### src/rtl/sc_button_transition_pulse_pkg.sv
// Shared types and constants for the button transition pulse front end:
// FSM state encoding, repeat-phase flags and a width helper for the counters.
package sc_btnpulse_pkg;

    typedef enum logic [1:0] {
        ST_IDLE         = 2'd0,
        ST_PRESS_WAIT   = 2'd1,
        ST_HELD         = 2'd2,
        ST_RELEASE_WAIT = 2'd3
    } btn_state_t;

    localparam logic PH_DELAY  = 1'b0;
    localparam logic PH_PERIOD = 1'b1;

    function automatic int clog2(input int value);
        int result;
        result = 0;
        for (int i = 0; i < 31; i++) begin
            if ((1 << i) < value) begin
                result = i + 1;
            end
        end
        return result;
    endfunction

    function automatic int max3(input int a, input int b, input int c);
        int m;
        m = a;
        if (b > m) m = b;
        if (c > m) m = c;
        return m;
    endfunction

endpackage

### src/rtl/sc_button_transition_pulse_if.sv
// Button-side bundle: raw active-low button in, conditioned strobe and level out,
// plus the FSM state for observation.
interface sc_button_transition_pulse_if;
    import sc_btnpulse_pkg::*;

    // No handshake: button is a free-running level, upcount is a one-cycle
    // active-low strobe, pressed is a level; none wait on the other side.
    logic       SC_BTNPULSE_button_InLow;
    logic       SC_BTNPULSE_upcount_OutLow;
    logic       SC_BTNPULSE_pressed_OutHigh;
    btn_state_t SC_BTNPULSE_state;

    modport master (
        output SC_BTNPULSE_button_InLow,
        input  SC_BTNPULSE_upcount_OutLow,
        input  SC_BTNPULSE_pressed_OutHigh,
        input  SC_BTNPULSE_state
    );

    modport slave (
        input  SC_BTNPULSE_button_InLow,
        output SC_BTNPULSE_upcount_OutLow,
        output SC_BTNPULSE_pressed_OutHigh,
        output SC_BTNPULSE_state
    );

endinterface

### src/rtl/sc_button_transition_pulse_sync2.sv
// Two-flop synchronizer for the raw button; reset parks the output at 1
// (released) so a held key must be re-sampled after reset.
module sc_sync2 (
    input  logic clk,
    input  logic rstN,
    input  logic d,
    output logic q
);

    logic stage1;

    always_ff @(posedge clk) begin
        if (!rstN) begin
            stage1 <= 1'b1;
            q      <= 1'b1;
        end else begin
            stage1 <= d;
            q      <= stage1;
        end
    end

endmodule

### src/rtl/sc_button_transition_pulse.sv
// Debounces an active-low button and emits a one-cycle active-low upcount
// strobe per accepted press, with optional auto-repeat while held.
module sc_button_transition_pulse
    import sc_btnpulse_pkg::*;
#(
    parameter int BTNPULSE_DEBOUNCE_CYCLES = 50000,
    parameter int BTNPULSE_REPEAT_DELAY    = 25000000,
    parameter int BTNPULSE_REPEAT_PERIOD   = 10000000
) (
    input logic                          SC_BTNPULSE_CLOCK_50,
    input logic                          SC_BTNPULSE_RESET_InLow,
    sc_button_transition_pulse_if.slave  btnIf
);

    localparam int CW = clog2(max3(BTNPULSE_DEBOUNCE_CYCLES, BTNPULSE_REPEAT_DELAY,
                                   BTNPULSE_REPEAT_PERIOD)) + 1;
    localparam bit REPEAT_EN = (BTNPULSE_REPEAT_DELAY != 0);
    // Clamp the "last" values so a disabled repeat does not produce a negative cast.
    localparam int DELAY_M1  = (BTNPULSE_REPEAT_DELAY  > 0) ? BTNPULSE_REPEAT_DELAY  - 1 : 0;
    localparam int PERIOD_M1 = (BTNPULSE_REPEAT_PERIOD > 0) ? BTNPULSE_REPEAT_PERIOD - 1 : 0;

    localparam logic [CW-1:0] DEB_LAST    = CW'(BTNPULSE_DEBOUNCE_CYCLES - 1);
    localparam logic [CW-1:0] DELAY_LAST  = CW'(DELAY_M1);
    localparam logic [CW-1:0] PERIOD_LAST = CW'(PERIOD_M1);
    localparam logic [CW-1:0] CNT_ONE     = CW'(1);

    logic          syncN;
    btn_state_t    state, stateNext;
    logic [CW-1:0] dcnt, dcntNext;
    logic [CW-1:0] rcnt, rcntNext;
    logic          phase, phaseNext;
    logic          strobeNext;
    logic [CW-1:0] repeatLast;
    logic          upcountN;
    logic          pressed;

    sc_sync2 u_sync (
        .clk  (SC_BTNPULSE_CLOCK_50),
        .rstN (SC_BTNPULSE_RESET_InLow),
        .d    (btnIf.SC_BTNPULSE_button_InLow),
        .q    (syncN)
    );

    assign repeatLast = (phase == PH_PERIOD) ? PERIOD_LAST : DELAY_LAST;

    always_comb begin
        stateNext  = state;
        dcntNext   = dcnt;
        rcntNext   = rcnt;
        phaseNext  = phase;
        strobeNext = 1'b0;
        case (state)
            ST_IDLE: begin
                if (!syncN) begin
                    stateNext = ST_PRESS_WAIT;
                    dcntNext  = '0;
                end
            end
            ST_PRESS_WAIT: begin
                if (syncN) begin
                    stateNext = ST_IDLE;
                end else if (dcnt == DEB_LAST) begin
                    stateNext  = ST_HELD;
                    strobeNext = 1'b1;
                    rcntNext   = '0;
                    phaseNext  = PH_DELAY;
                end else begin
                    dcntNext = dcnt + CNT_ONE;
                end
            end
            ST_HELD: begin
                // Release takes priority, so a coincident repeat match is dropped.
                if (syncN) begin
                    stateNext = ST_RELEASE_WAIT;
                    dcntNext  = '0;
                end else if (REPEAT_EN) begin
                    if (rcnt == repeatLast) begin
                        strobeNext = 1'b1;
                        rcntNext   = '0;
                        phaseNext  = PH_PERIOD;
                    end else begin
                        rcntNext = rcnt + CNT_ONE;
                    end
                end
            end
            ST_RELEASE_WAIT: begin
                if (!syncN) begin
                    stateNext = ST_HELD;
                    rcntNext  = '0;
                    phaseNext = PH_DELAY;
                end else if (dcnt == DEB_LAST) begin
                    stateNext = ST_IDLE;
                end else begin
                    dcntNext = dcnt + CNT_ONE;
                end
            end
            default: begin
                stateNext = ST_IDLE;
            end
        endcase
    end

    always_ff @(posedge SC_BTNPULSE_CLOCK_50) begin
        if (!SC_BTNPULSE_RESET_InLow) begin
            state    <= ST_IDLE;
            dcnt     <= '0;
            rcnt     <= '0;
            phase    <= PH_DELAY;
            upcountN <= 1'b1;
            pressed  <= 1'b0;
        end else begin
            state    <= stateNext;
            dcnt     <= dcntNext;
            rcnt     <= rcntNext;
            phase    <= phaseNext;
            upcountN <= ~strobeNext;
            pressed  <= (stateNext == ST_HELD) || (stateNext == ST_RELEASE_WAIT);
        end
    end

    assign btnIf.SC_BTNPULSE_upcount_OutLow  = upcountN;
    assign btnIf.SC_BTNPULSE_pressed_OutHigh = pressed;
    assign btnIf.SC_BTNPULSE_state           = state;

endmodule

### src/flat_wrapper.sv
// flat-port wrapper written by rule: the top's interface ports become plain ports
module sc_button_transition_pulse_flat import sc_btnpulse_pkg::*;
#(
    parameter int BTNPULSE_DEBOUNCE_CYCLES = 50000,
    parameter int BTNPULSE_REPEAT_DELAY    = 25000000,
    parameter int BTNPULSE_REPEAT_PERIOD   = 10000000
)
  (SC_BTNPULSE_CLOCK_50, SC_BTNPULSE_RESET_InLow, btnIf_SC_BTNPULSE_button_InLow, btnIf_SC_BTNPULSE_upcount_OutLow, btnIf_SC_BTNPULSE_pressed_OutHigh, btnIf_SC_BTNPULSE_state);
  sc_button_transition_pulse_if btnIf_i ();
  input logic SC_BTNPULSE_CLOCK_50;
  input logic SC_BTNPULSE_RESET_InLow;
  input wire logic [$bits(btnIf_i.SC_BTNPULSE_button_InLow)-1:0] btnIf_SC_BTNPULSE_button_InLow;
  output wire logic [$bits(btnIf_i.SC_BTNPULSE_upcount_OutLow)-1:0] btnIf_SC_BTNPULSE_upcount_OutLow;
  output wire logic [$bits(btnIf_i.SC_BTNPULSE_pressed_OutHigh)-1:0] btnIf_SC_BTNPULSE_pressed_OutHigh;
  output wire logic [$bits(btnIf_i.SC_BTNPULSE_state)-1:0] btnIf_SC_BTNPULSE_state;
  assign btnIf_i.SC_BTNPULSE_button_InLow = btnIf_SC_BTNPULSE_button_InLow;
  assign btnIf_SC_BTNPULSE_upcount_OutLow = btnIf_i.SC_BTNPULSE_upcount_OutLow;
  assign btnIf_SC_BTNPULSE_pressed_OutHigh = btnIf_i.SC_BTNPULSE_pressed_OutHigh;
  assign btnIf_SC_BTNPULSE_state = btnIf_i.SC_BTNPULSE_state;
  sc_button_transition_pulse #(.BTNPULSE_DEBOUNCE_CYCLES(BTNPULSE_DEBOUNCE_CYCLES), .BTNPULSE_REPEAT_DELAY(BTNPULSE_REPEAT_DELAY), .BTNPULSE_REPEAT_PERIOD(BTNPULSE_REPEAT_PERIOD)) u_core (.SC_BTNPULSE_CLOCK_50(SC_BTNPULSE_CLOCK_50), .SC_BTNPULSE_RESET_InLow(SC_BTNPULSE_RESET_InLow), .btnIf(btnIf_i));
endmodule
### config.mk
export PLATFORM = sky130hd
export DESIGN_NAME = sc_button_transition_pulse_flat
export DESIGN_NICKNAME = d
export VERILOG_FILES = /design/src/rtl/sc_button_transition_pulse_pkg.sv /design/src/rtl/sc_button_transition_pulse_if.sv /design/src/rtl/sc_button_transition_pulse_sync2.sv /design/src/rtl/sc_button_transition_pulse.sv /design/src/flat_wrapper.sv
export SDC_FILE = /design/constraint.sdc
export NUM_CORES = 1
export LEC_CHECK = 0
export ABC_AREA = 1
export CORE_ASPECT_RATIO = 0.5
export CORE_UTILIZATION = 40
export DETAILED_ROUTE_END_ITERATION = 8
export PLACE_DENSITY_LB_ADDON = 0.1
export SLEW_MARGIN = 15
export SYNTH_ARGS = -nofsm -noshare
export SYNTH_HDL_FRONTEND = slang
export SYNTH_SLANG_ARGS = --single-unit
export TNS_END_PERCENT = 5
### constraint.sdc
create_clock -name SC_BTNPULSE_CLOCK_50 -period 2.6 [get_ports SC_BTNPULSE_CLOCK_50]
set_input_delay 0.65 -clock SC_BTNPULSE_CLOCK_50 [delete_from_list [all_inputs] [get_ports SC_BTNPULSE_CLOCK_50]]
set_output_delay 0.65 -clock SC_BTNPULSE_CLOCK_50 [all_outputs]
set_load 0.01 [all_outputs]
==> flow_summary.toml <==
[final_layout]
drive_above_1_share_pct = 12.50
area_delta_synth_final_pct = 11.63
num_antenna_cells = 0
finalNetCount = 653

[drt]
wl_um = 9648
drt_pass1_iterations = 4
via_per_inst = 4.874
drc_errors = 0
drtIter0Drc = 220
route.vias.total = 3816
ant_nets = 0
wire_per_inst_um = 12.32

[setup_path]
required_ns = 2.80
slowest_stage = "dfxtp_1"
crit_fanout = 12
crit_path_start_kind = "register"
end_kind = "register"
ff2ff_setup_slack_ns = 0.33
critPathMaxStageDelay_ns = 0.39
crit_path_cell_trace = "inv_1 > ha_1 > nor2_4 > inv_4 > a21oi_4 > a21boi_4 > o21ai_2 > nand2_1 > nor2_1"
critPathArrivalTime_ns = 2.47
crit_type = "reg -> reg"

[global_route]
grt_max_degree = 25
antenna_found_initial = 0
grt_remaining_overflow = 0
grt.total_usage_pct = 20.83
first_global_vias = 3506
grt_pass1_wl_um = 16780

[timing]
rsz0062_at_grt = "no"
min_period_ns = 2.268
slew_headroom_pct = 64.49
tightest_slew_ns = 0.5314
finalHoldViolations = 0
fin_skew_ns = 0.003303
max_freq_ghz = 0.4409
fin_tns_setup_ns = 0
finalSetupViolations = 0
final-max-slew-violation-count = 0
fin_crit_sh_pct = 87.23

[synth]
syn_nets = 644
ys.flop_type = "dfxtp_1"
syn_area_mm2 = 0.003991
yosys.area_share.simple_pct = 48.78
synth-xor-area-share_pct = 1.755
ys_warn_count = 0
async_flop_share_pct = 0
ys_seq_area_share_pct = 29.59
synth-compound-area-share_pct = 7.900
ys_ff_latch = 59
synthAdderAreaFrac_pct = 2.194
synthCells = 634
ys_types = 40
synth_enable_flop_cells = 0
synth_top_family_by_area = "simple AND/OR/NAND/NOR gates"
synth.avg_cell_area_um2 = 6.295
synthMuxAreaShare_pct = 0

[status]
status = "complete, no violations"

[cts]
clk_pin_slew_worst_paths_ns = 0.05
cts_tree = "done"
htreeDepth = 3
cts_hold_buf = 0
clockBufferDepth = 2
clk_latency_ns = 0.33
cts_buffers = 9
cts_resized = 0
postCtsSetupRepairBufs = 0
cts_sinks = 59
cts-root-buf = "clkbuf_16"

[place]
hpwl_um = 7099
io_buffers = 6
place_congestion = 0.8924

[floorplan]
initial_utilization_pct = 41.70
io_pins = 7
die_w_um = 143.3
core_mm2 = 0.009572
fp.dieH_um = 72.64
core.rowCount = 25
die_area_mm2 = 0.01041

[worst_hold_path]
min_path_type = "reg -> reg"

[power]
power_density_mw_per_mm2 = 587.2
power.total_mw = 2.616
p_leak_nw = 1.702
irDropWorstVdd_uv = 269.0

[run]
drv_cap = 0
==> stage by stage <==
| stage | hold WS (ns) | util, % | instance area [um2] | instances | setup WS, ns |
|---|---|---|---|---|---|
| 5_1_grt | 0.4223 | 46.55 | 4456 | 783 | 0.1099 |
| 3_5_place_dp | 0.3998 | 43.33 | 4148 | 767 | 0.3010 |
| 3_3_place_gp | 0.3940 | 43.33 | 4148 | 767 | 0.3991 |
| 4_1_cts | 0.4114 | 46.55 | 4456 | 783 | 0.3084 |
| 2_1_floorplan | 0.3925 | - | 3991 | 634 | 0.6836 |
| 6_report | 0.4089 | 46.55 | 4456 | 783 | 0.3321 |
==> cell usage after synthesis, drive strengths merged (2+ instances only) <==
cell / count / share of area [%]
ha: 7 / 2.2
a21boi: 2 / 0.66
clkbuf: 3 / 0.28
inv: 72 / 6.8
xor2: 4 / 0.88
a21oi: 31 / 4.2
dfxtp: 59 / 30
o21bai: 3 / 0.75
or2: 3 / 0.47
xnor2: 4 / 0.88
o21ai: 13 / 1.8
nand3: 62 / 8.3
nand2: 181 / 19
nand4: 15 / 2.4
nor2: 144 / 16
buf: 11 / 2.7
nor3: 15 / 2.1
==> critical path: cells and delay by family, from the launching register on <==
family,cells,cell delay [ns]
flip-flops,1,0.39
buffers and inverters,2,0.24
AO/OA/AOI/OAI,3,0.61
AND/OR/NAND/NOR,3,0.65
adder cells (fa/ha/maj),1,0.25
==> registers in the layout, summed over array words and instances, names as in the netlist <==
name                                      cells
u_core.u_sync.q                               1
u_core.u_sync.stage1                          1
u_core.dcnt                                  26
u_core.phase                                  1
u_core.btnIf.SC_BTNPULSE_upcount_OutLow       1
u_core.btnIf.SC_BTNPULSE_state                2
u_core.rcnt                                  26
u_core.btnIf.SC_BTNPULSE_pressed_OutHigh      1
==> final timing paths <==
| path | startpoint | endpoint | cells after the start |
|---|---|---|---|
| max reg2reg | u_core.btnIf.SC_BTNPULSE_state[1] | u_core.rcnt[13] | 9 |
| max | u_core.btnIf.SC_BTNPULSE_state[1] | u_core.rcnt[13] | 9 |
| min | u_core.u_sync.stage1 | u_core.u_sync.q | 1 |
| min reg2reg | u_core.u_sync.stage1 | u_core.u_sync.q | 1 |
==> metal layers <==
metal  part of all wire, %  vias to the layer above  track usage (%)
met2                    44                       69            34.04
met4                   1.4                        0            6.738
met3                   4.1                       15            5.118
met1                    50                     1709            27.20
li1                      -                     2023                -
met5                     0                        -                0
==> cells in the final DEF, fill, tap and decap left out, drive strengths merged, types with 2 or more instances in the layout <==
master / netlist / routed
nand2: 181 / 181
nor2: 144 / 144
inv: 72 / 72
nand3: 62 / 62
dfxtp: 59 / 59
a21oi: 31 / 31
nand4: 15 / 15
nor3: 15 / 15
clkbuf: 3 / 15
o21ai: 13 / 13
ha: 7 / 7
clkdlybuf4s50: 0 / 6
buf: 11 / 6
xor2: 4 / 4
xnor2: 4 / 4
o21bai: 3 / 3
or2: 3 / 3
a21boi: 2 / 2
==> area by class of cell <==
type | count | area, um2
clock inverter | 1 | 30.03
sequential | 59 | 1181
inverter | 72 | 272.8
clock buffer | 15 | 277.8
multi-input combinational | 489 | 2420
timing repair buffer | 12 | 105.1
tap | 135 | 168.9
fill | 1038 | 5116
==> where the power goes <==
group          leakage, nW  internal, mW  switching, mW  total, mW
Combinational         1.08         0.130          0.310      0.441
Clock                0.150         0.821          0.406       1.23
Sequential           0.476         0.927         0.0213      0.949
Total                 1.70          1.88          0.738       2.62
==> kinds of logic after synthesis <==
group                      after synthesis
DFF                                     59
buffers and inverters                   86
and+or+nand+nor                        423
AOI/OAI and AO/OA                       51
xor gates and xnor gates                 8
adders and majority gates                7
No activity file was read; power rests on OpenSTA's default activity.
